`config.mk`:
```
export PLATFORM = sky130hd
export DESIGN_NAME = fu_result_stage
export DESIGN_NICKNAME = d
export VERILOG_FILES = /design/src/rtl/fu_result_stage.sv
export SDC_FILE = /design/constraint.sdc
export NUM_CORES = 1
export LEC_CHECK = 0
export CAP_MARGIN = 20
export CELL_PAD_IN_SITES_DETAIL_PLACEMENT = 1
export CELL_PAD_IN_SITES_GLOBAL_PLACEMENT = 2
export CORE_MARGIN = 2
export CORE_UTILIZATION = 25
export CTS_BUF_LIST = sky130_fd_sc_hd__clkbuf_4 sky130_fd_sc_hd__clkbuf_8
export DETAILED_ROUTE_END_ITERATION = 12
export PLACE_DENSITY_LB_ADDON = 0.1
export SLEW_MARGIN = 10
export SYNTH_ARGS = -nofsm -noshare
export SYNTH_HDL_FRONTEND = slang
export SYNTH_SLANG_ARGS = --single-unit
```
`constraint.sdc`:
```
create_clock -name i_clk -period 2.9 [get_ports i_clk]
set_input_delay 0.435 -clock i_clk [delete_from_list [all_inputs] [get_ports i_clk]]
set_output_delay 0.435 -clock i_clk [all_outputs]
set_load 0.005 [all_outputs]
```
`src/rtl/fu_result_stage.sv`:
```
// Registered result FIFO between the Mosaic functional unit and writeback.
// Optional sticky-flag accumulator enabled by defining FU_STICKY_FLAGS_EN.
module fu_result_stage #(
  parameter int DEPTH = 2,
  parameter int TAG_W = 5
) (
  input  logic                         i_clk,
  input  logic                         i_rst,
  input  logic [31:0]                  i_in_z,
  input  logic [3:0]                   i_in_flags,
  input  logic [TAG_W-1:0]             i_in_tag,
  input  logic                         i_in_valid,
  output logic                         o_in_ready,
  output logic [31:0]                  o_out_z,
  output logic [3:0]                   o_out_flags,
  output logic [TAG_W-1:0]             o_out_tag,
  output logic                         o_out_valid,
  input  logic                         i_out_ready,
  output logic [$clog2(DEPTH+1)-1:0]   o_level,
  input  logic                         i_clr_sticky,
  output logic [3:0]                   o_sticky
);

  localparam int PTR_W = $clog2(DEPTH);
  localparam int CNT_W = $clog2(DEPTH+1);
  localparam int ENT_W = 32 + 4 + TAG_W;

  logic [ENT_W-1:0] r_mem [DEPTH];
  logic [PTR_W-1:0] r_wr_ptr;
  logic [PTR_W-1:0] r_rd_ptr;
  logic [CNT_W-1:0] r_count;
  logic [ENT_W-1:0] w_head;
  logic             w_push;
  logic             w_pop;

  // Ready/valid depend only on the occupancy register, never on the consumer.
  assign o_in_ready  = (r_count != CNT_W'(DEPTH));
  assign o_out_valid = (r_count != CNT_W'(0));
  assign o_level     = r_count;
  assign w_push      = i_in_valid && o_in_ready;
  assign w_pop       = o_out_valid && i_out_ready;

  // Entry storage; contents are don't-care until pointed at by a valid head.
  always_ff @(posedge i_clk) begin
    if (w_push) begin
      r_mem[r_wr_ptr] <= {i_in_z, i_in_flags, i_in_tag};
    end
  end

  // Pointers and occupancy.
  always_ff @(posedge i_clk or posedge i_rst) begin
    if (i_rst) begin
      r_wr_ptr <= PTR_W'(0);
      r_rd_ptr <= PTR_W'(0);
      r_count  <= CNT_W'(0);
    end else begin
      if (w_push) begin
        r_wr_ptr <= r_wr_ptr + PTR_W'(1);
      end
      if (w_pop) begin
        r_rd_ptr <= r_rd_ptr + PTR_W'(1);
      end
      case ({w_push, w_pop})
        2'b10:   r_count <= r_count + CNT_W'(1);
        2'b01:   r_count <= r_count - CNT_W'(1);
        default: r_count <= r_count;
      endcase
    end
  end

  // Head presentation, zeroed while empty so stale entries never leak out.
  always_comb begin
    w_head = r_mem[r_rd_ptr];
    if (o_out_valid) begin
      o_out_z     = w_head[ENT_W-1 -: 32];
      o_out_flags = w_head[TAG_W +: 4];
      o_out_tag   = w_head[TAG_W-1:0];
    end else begin
      o_out_z     = 32'd0;
      o_out_flags = 4'd0;
      o_out_tag   = {TAG_W{1'b0}};
    end
  end

`ifdef FU_STICKY_FLAGS_EN
  logic [3:0] r_sticky;

  // Clear takes priority over the accumulated value, then the popped flags OR in.
  always_ff @(posedge i_clk or posedge i_rst) begin
    if (i_rst) begin
      r_sticky <= 4'd0;
    end else if (i_clr_sticky) begin
      r_sticky <= w_pop ? o_out_flags : 4'd0;
    end else if (w_pop) begin
      r_sticky <= r_sticky | o_out_flags;
    end else begin
      r_sticky <= r_sticky;
    end
  end

  assign o_sticky = r_sticky;
`else
  logic w_unused_clr;
  assign w_unused_clr = i_clr_sticky;
  assign o_sticky     = 4'd0;
`endif

endmodule

```
==> results.txt <==
- In this run the tightest slew margin relative to its limit is about two thirds.
- Area enclosed by the die boundary: ~14000 µm²
- CTS tree: yes
- Largest net degree at the start of global routing: 37
* HPWL after detailed placement: about 4.6 mm
* Clock buffers created by TritonCTS: 9
- Core Rows: 42
- Measured along the y axis, the die boundary spans approximately 120 µm.
- Tcrit/Tclk final: 84.4%
- The number of cells on the worst reg-to-reg path is 7.
- In this run the critical register-to-register path is captured at o_level[1]$_DFFE_PP0P_.
- Counting every sink on the clock net gives between 80 and 90.
- On the critical path, the stage with the largest delay is an instance of sky130_fd_sc_hd__dfrtp_1.
- Critical path class: reg2out
- Startpoint Class: flop
* Warnings, synthesis: 0
- In this run the worst path has a maximum fanout of 13.
- 0 antenna diodes ended up in the layout.
- Maximum operating frequency: approximately 410 MHz
- First-pass iteration count of the detailed router: 4
- In the final routed layout, each cell accounts on average for ~15 µm.
- Tmin final: about 2400 ps
- Fin. Hold Viols: 0
- Tightest hold margin: between 200 and 300 ps
* X dimension of the die: between 100 and 150 µm
- Startpoint of the most critical register-to-register path: o_level[0]$_DFFE_PP0P_
- Setup repair after global routing missed its margin: false
* Cell variety after synth: 17
- Global routing usage summed across all routing layers: between 10% and 20%
- The total overflow left after global routing is 0.
- Using the TritonRoute via totals, the vias-per-cell ratio works out to a little under 4.
* Largest clock skew in the final design: 6.44 ps
- Cells fill a little over a third of the core in the end.
- Max cap viols: 0
* Critical Path, Cell by Cell: nor2_4, buf_4, nor2_1, clkdlybuf4s50_1
* Antenna violations before repair: 0
- The final number of max-transition violations is 0.
- The detail route stage leaves a number of antenna-violating nets equal to 0.
- Setup TNS Final: 0 ps
* Share of the yosys chip area belonging to registers: 77.2%
* Layout Area Growth over Synthesis: 39.4%
* Hold-fix buffer count after cts: 0
- Required time at the worst-slack endpoint: about 2500 ps
- The first global-routing pass estimated roughly 11 mm of wire.
* Drt initial violations: between 50 and 60
- Fill cells in the final layout number roughly 1400.
* Leakage power of the design: 1.68 nW
- Data on the critical path arrives at its endpoint at about 2000 ps.
- DRC violation count after routing: 0
- In this run the post-CTS setup repair buffer count came out at 0.
- Number of gates given a new drive strength after cts: 0
* Final nets: 341
- Buffers placed on the I/O ports in this run total between 80 and 90.
- Post-layout power: between 4 and 5 mW
* Clock insertion delay at the later pin of the skew report: between 300 and 400 ps
- Via count of the first global-routing pass: between 2000 and 2500
- In this run the worst hold path is classified as in2async.
- Clock slew seen by the registers of the worst setup and hold paths: around 80 ps
- Setup violations remaining at the end of the flow were counted as 0.
- Number of levels the H-tree was split into: 3
* Post-synthesis sequential element count: between 80 and 90
- The cell area that synthesis handed to floorplanning was 3320 µm².
- The average instance in the mapped netlist occupies 16.8 µm².
* Slew at the pin closest to its max-slew limit: roughly 510 ps
- Global placer's final weighted congestion: between 0.6 and 0.7
- The worst setup path is captured at an output port.
- Summed over all layers, the routed wires come to ~7.2 mm.
- For this block, the via count after detailed routing is about 1900.
- The worst register-to-register path has a setup slack of between 800 and 900 ps.
* Status: finished, final reports clean
- Power spread over the standard cell area amounts to 962 nW/µm².
* Number of ports placed on the die boundary: 95
- Initial cell density of the core: approximately a quarter
- Longest individual stage delay on the worst path: around 480 ps
- In the final layout, the share of cells above drive strength 1 is a little under a tenth.
* Max Root-Sink Buffers: 2
- IR analysis of the VDD net gives a maximum drop of roughly 0.35 mV.
- Area of the core region: 13100 µm²
- In the synthesized netlist, the number of instances is between 150 and 200.
* Clock root buffer: sky130_fd_sc_hd__clkbuf_8
final cells by class:
| cell class | count | area [µm²] | share of cell area, % |
|---|---|---|---|
| Sequential cell | 86 | 2560 | 55.4 |
| Timing Repair Buffer | 96 | 981 | 21.2 |
| Multi-Input combinational cell | 99 | 688 | 14.9 |
| Tap cell | 176 | 220 | 4.76 |
| Clock buffer | 11 | 139 | 3.00 |
| Clock inverter | 5 | 26.3 | 0.568 |
| Inverter | 2 | 7.51 | 0.162 |
stage by stage:
| step | cells | setup WS, ps | cell area (µm²) |
|---|---|---|---|
| after detailed placement | 459 | 796 | 4460 |
| after global placement | 459 | 806 | 4460 |
| after CTS | 475 | 390 | 4630 |
| after global routing | 475 | 307 | 4630 |
| after floorplan | 200 | 16.3 | 3330 |
| final | 475 | 453 | 4630 |
layout by cell type, fill, tap and decap left out:
master                            count
sky130_fd_sc_hd__nor2_4               2
sky130_fd_sc_hd__buf_4                4
sky130_fd_sc_hd__edfxtp_1            82
sky130_fd_sc_hd__xnor2_1              3
sky130_fd_sc_hd__clkbuf_4             2
sky130_fd_sc_hd__nand2b_1             1
sky130_fd_sc_hd__clkdlybuf4s50_1     89
sky130_fd_sc_hd__clkinv_1             1
sky130_fd_sc_hd__dfrtp_1              3
sky130_fd_sc_hd__buf_12               3
sky130_fd_sc_hd__nand2_1              1
sky130_fd_sc_hd__and2_4               1
sky130_fd_sc_hd__inv_1                1
sky130_fd_sc_hd__dfrtp_2              1
sky130_fd_sc_hd__conb_1               4
sky130_fd_sc_hd__xor2_1               2
sky130_fd_sc_hd__nor2_1              42
sky130_fd_sc_hd__clkinvlp_4           1
sky130_fd_sc_hd__and3_2               1
sky130_fd_sc_hd__clkinv_2             3
sky130_fd_sc_hd__inv_2                1
sky130_fd_sc_hd__ha_1                 1
sky130_fd_sc_hd__mux2i_1             41
sky130_fd_sc_hd__clkbuf_8             9
worst max-delay path by stage:
| stage | from | slack, ps | end |
|---|---|---|---|
| finish | o_level[0]$_DFFE_PP0P_ | 450 | o_out_z[22] |
| global route | o_level[0]$_DFFE_PP0P_ | 310 | o_out_z[10] |
| CTS | o_level[0]$_DFFE_PP0P_ | 390 | o_out_z[13] |
| detailed placement | o_level[0]$_DFFE_PP0P_ | 800 | o_out_z[13] |
| global placement | o_level[0]$_DFFE_PP0P_ | 810 | o_out_z[13] |
| floorplan | o_level[0]$_DFFE_PP0P_ | 20 | r_mem[0][0]$_DFFE_PP_ |
cell usage after synthesis:
cell	number	share of area [%]
sky130_fd_sc_hd__dfrtp_1	4	3.0
sky130_fd_sc_hd__nand2_1	1	0.11
sky130_fd_sc_hd__nor2_2	1	0.19
sky130_fd_sc_hd__nor2_1	43	4.9
sky130_fd_sc_hd__ha_1	1	0.38
sky130_fd_sc_hd__nand2b_1	1	0.19
sky130_fd_sc_hd__xor2_1	2	0.53
sky130_fd_sc_hd__mux2i_1	41	12
sky130_fd_sc_hd__edfxtp_1	82	74
sky130_fd_sc_hd__and3_1	1	0.19
sky130_fd_sc_hd__inv_1	1	0.11
sky130_fd_sc_hd__buf_2	5	0.75
sky130_fd_sc_hd__and2_4	1	0.26
sky130_fd_sc_hd__conb_1	1	0.11
sky130_fd_sc_hd__buf_4	8	1.8
sky130_fd_sc_hd__inv_2	1	0.11
sky130_fd_sc_hd__xnor2_1	3	0.79
power breakdown:
part,switching (mW),internal [mW],leakage (nW)
sequential,0.117,1.70,0.807
clock,0.398,0.323,0.0874
combinational,0.847,1.06,0.787
layer usage:
layer / GRT usage [%] / routed length [µm]
met1: 13.7 / 3230
met2: 16.8 / 3450
met3: 3.40 / 484
met4: 3.79 / 74
met5: 0 / 0
cells by family (layout without fill, tap and decap cells):
group	after synthesis	count (layout)	synth area share [%]
flops	86	86	77.2
mux	41	41	12.4
fa+ha+maj	1	1	0.377
simple gates	48	48	5.81
xor+xnor	5	5	1.32
other cells	1	4	0.113
buf+inv	15	114	2.79
worst max-delay path, delay by kind of cell, from the launching register on:
family,cells,cell delay [ps]
DFF,1,480
buffers and inverters,2,700
and+or+nand+nor,2,480
registers in the layout (all words and copies together) (netlist names):
name and cells:
r_mem 82, o_level 2, r_rd_ptr 1, r_wr_ptr 1
(Power assumes the default switching activity.)
==> edit (config.mk and constraints unchanged) <==
The option `FU_STICKY_FLAGS_EN` is turned on by a define.
--- a/src/rtl/fu_result_stage.sv
+++ b/src/rtl/fu_result_stage.sv
@@ -1,5 +1,7 @@
 // Registered result FIFO between the Mosaic functional unit and writeback.
 // Optional sticky-flag accumulator enabled by defining FU_STICKY_FLAGS_EN.
+`define FU_STICKY_FLAGS_EN
+
 module fu_result_stage #(
   parameter int DEPTH = 2,
   parameter int TAG_W = 5
Function: changed (Yosys sat finds a counterexample within 4 cycles, from zero or initial values and one cycle with i_rst high).
==> edit against the original RTL <==
Routed wire length grew 6.2%. Worst setup slack lost 0.11 ns. Final area grew 4.2%. Combinational power grew 6%. Area after synthesis grew 3.4%. Sequential share of layout area shrank 0.14 points. Synthesized cell count grew 4.1%. Power grew 6.7%. Non-clock buffer count grew 3. Sequential cell count grew 4.
==> edit: results <==
[run_status]
outcome = finished clean

[cts]
clk_latency_ns = 0.36
cts_buffers = 9
post_cts_buffers = 0
cts_resized = 0
clockBufferDepth = 2
clk_pin_slew_ns = 0.08
htreeDepth = 3
root_buffer = clkbuf_8

[logic_synthesis]
synth_nets = 252
synth_area_leaders = edfxtp_1, mux2i_1, dfrtp_1
yosys-top-cells-count = edfxtp_1, nor2_1, mux2i_1, dfrtp_1, inv_1
yosys_warnings = 0
yosysSeqAreaShare_pct = 77.58
async_flop_share_pct = 8.889
synth_edf_count = 82
synth_cell_types = 18

[worst_setup_path]
critPathSlowestCell = nor2_4
cp_slowest_stage_delay_ns = 0.51
crit_path_max_fanout = 23
path_delay_family = buffers and inverters
cp.arrival_ns = 2.13

[routing]
detail_route.wl_per_cell_um = 15.85
dr.pass1.iters = 4
drt_iter0_markers = 71
vias = 2035

[cells_and_area]
antenna_cells = 0
nNetsFinal = 353
regMostFlops = r_mem
largest_reg_flops = 82
fillers = 1422
layout-drive-gt1-share_pct = 7.443

[placement]
io_buffer_count = 94
routabilityCongestion = 0.6631
dp_hpwl_um = 4989
dp_slack_ns = 0.6695

[power_and_ir_drop]
irDropWorstVdd_uv = 341.6
p_int_mw = 3.300
p_leak_nw = 1.760

[grt]
gr-usage-all-layers_pct = 11.09
first_global_vias = 2286
grt_max_degree = 42
antenna_found_initial = 0
grt_pass1_wl_um = 12030

[worst_hold_path]
hp-class = input pin to asynchronous set/reset pin

[timing]
tightestPinTransition_ns = 0.5845
skew_ns = 0.01001
## edit: changes by cell type after synthesis
cell	before	now
nand2_2	0	1
inv_1	1	6
xnor2_1	3	4
and2_4	1	0
conb_1	1	0
buf_6	0	1
xor2_1	2	1
buf_2	5	4
o22ai_1	0	4
dfrtp_1	4	8
buf_4	8	4
## edit: cell families (layout without fill, tap and decap cells)
family                     Yosys count  count (layout)  synth area share (%)
DFF                                 90              90                 77.58
and+or+nand+nor                     48              48                 5.542
muxes                               41              41                 11.96
buffers and inverters               16             120                 2.552
xor gates and xnor gates             5               5                 1.276
AOI/OAI and AO/OA                    4               4                0.7290
adders and majority gates            1               1                0.3645
## edit: worst paths after layout
check,cells after the start,start,to,slack (ns)
min reg2reg,2,o_sticky[3],o_sticky[3],0.53
max in group asynchronous,2,i_rst,r_rd_ptr,2.30
min in group i_clk,2,o_sticky[3],o_sticky[3],0.53
max,4,o_level[0],o_out_z[28],0.34
max reg2reg,8,o_level[0],o_level[1],0.94
min,2,i_rst,o_sticky[2],0.35
## edit: through the flow
stage | hold slack, ns | cells | power [mW] | instance area (um2)
floorplan | 0.2507 | 205 | 2.826 | 3432
global placement | 0.5182 | 471 | 4.039 | 4647
detailed placement | 0.5223 | 471 | 4.044 | 4647
CTS | 0.3387 | 485 | 4.864 | 4818
global route | 0.3605 | 485 | 5.067 | 4818
finish | 0.3454 | 485 | 4.745 | 4818
## edit: per-layer routing
| metal | GRT usage, % | wire, um |
|---|---|---|
| met2 | 17.59 | 3623 |
| met4 | 5.388 | 114 |
| met3 | 3.571 | 495 |
| met1 | 13.63 | 3453 |
| met5 | 0 | 0 |
## edit: layout make-up
class,instances,share of cell area (%)
flip-flops and latches,90,55.28
clock buffers,9,2.571
clock inverters,5,0.9868
well taps,176,4.570
multi-input cells,99,14.44
repair buffers,99,21.60
inverters,7,0.5453
## edit: power by group through the flow
stage | sequential, mW | clock, mW | combinational [mW]
final | 1.93 | 0.800 | 2.02
after global routing | 1.96 | 0.880 | 2.22
after CTS | 1.93 | 0.836 | 2.09
after detailed placement | 1.96 | 0 | 2.08
after global placement | 1.95 | 0 | 2.09
after floorplan | 1.90 | 0 | 0.922
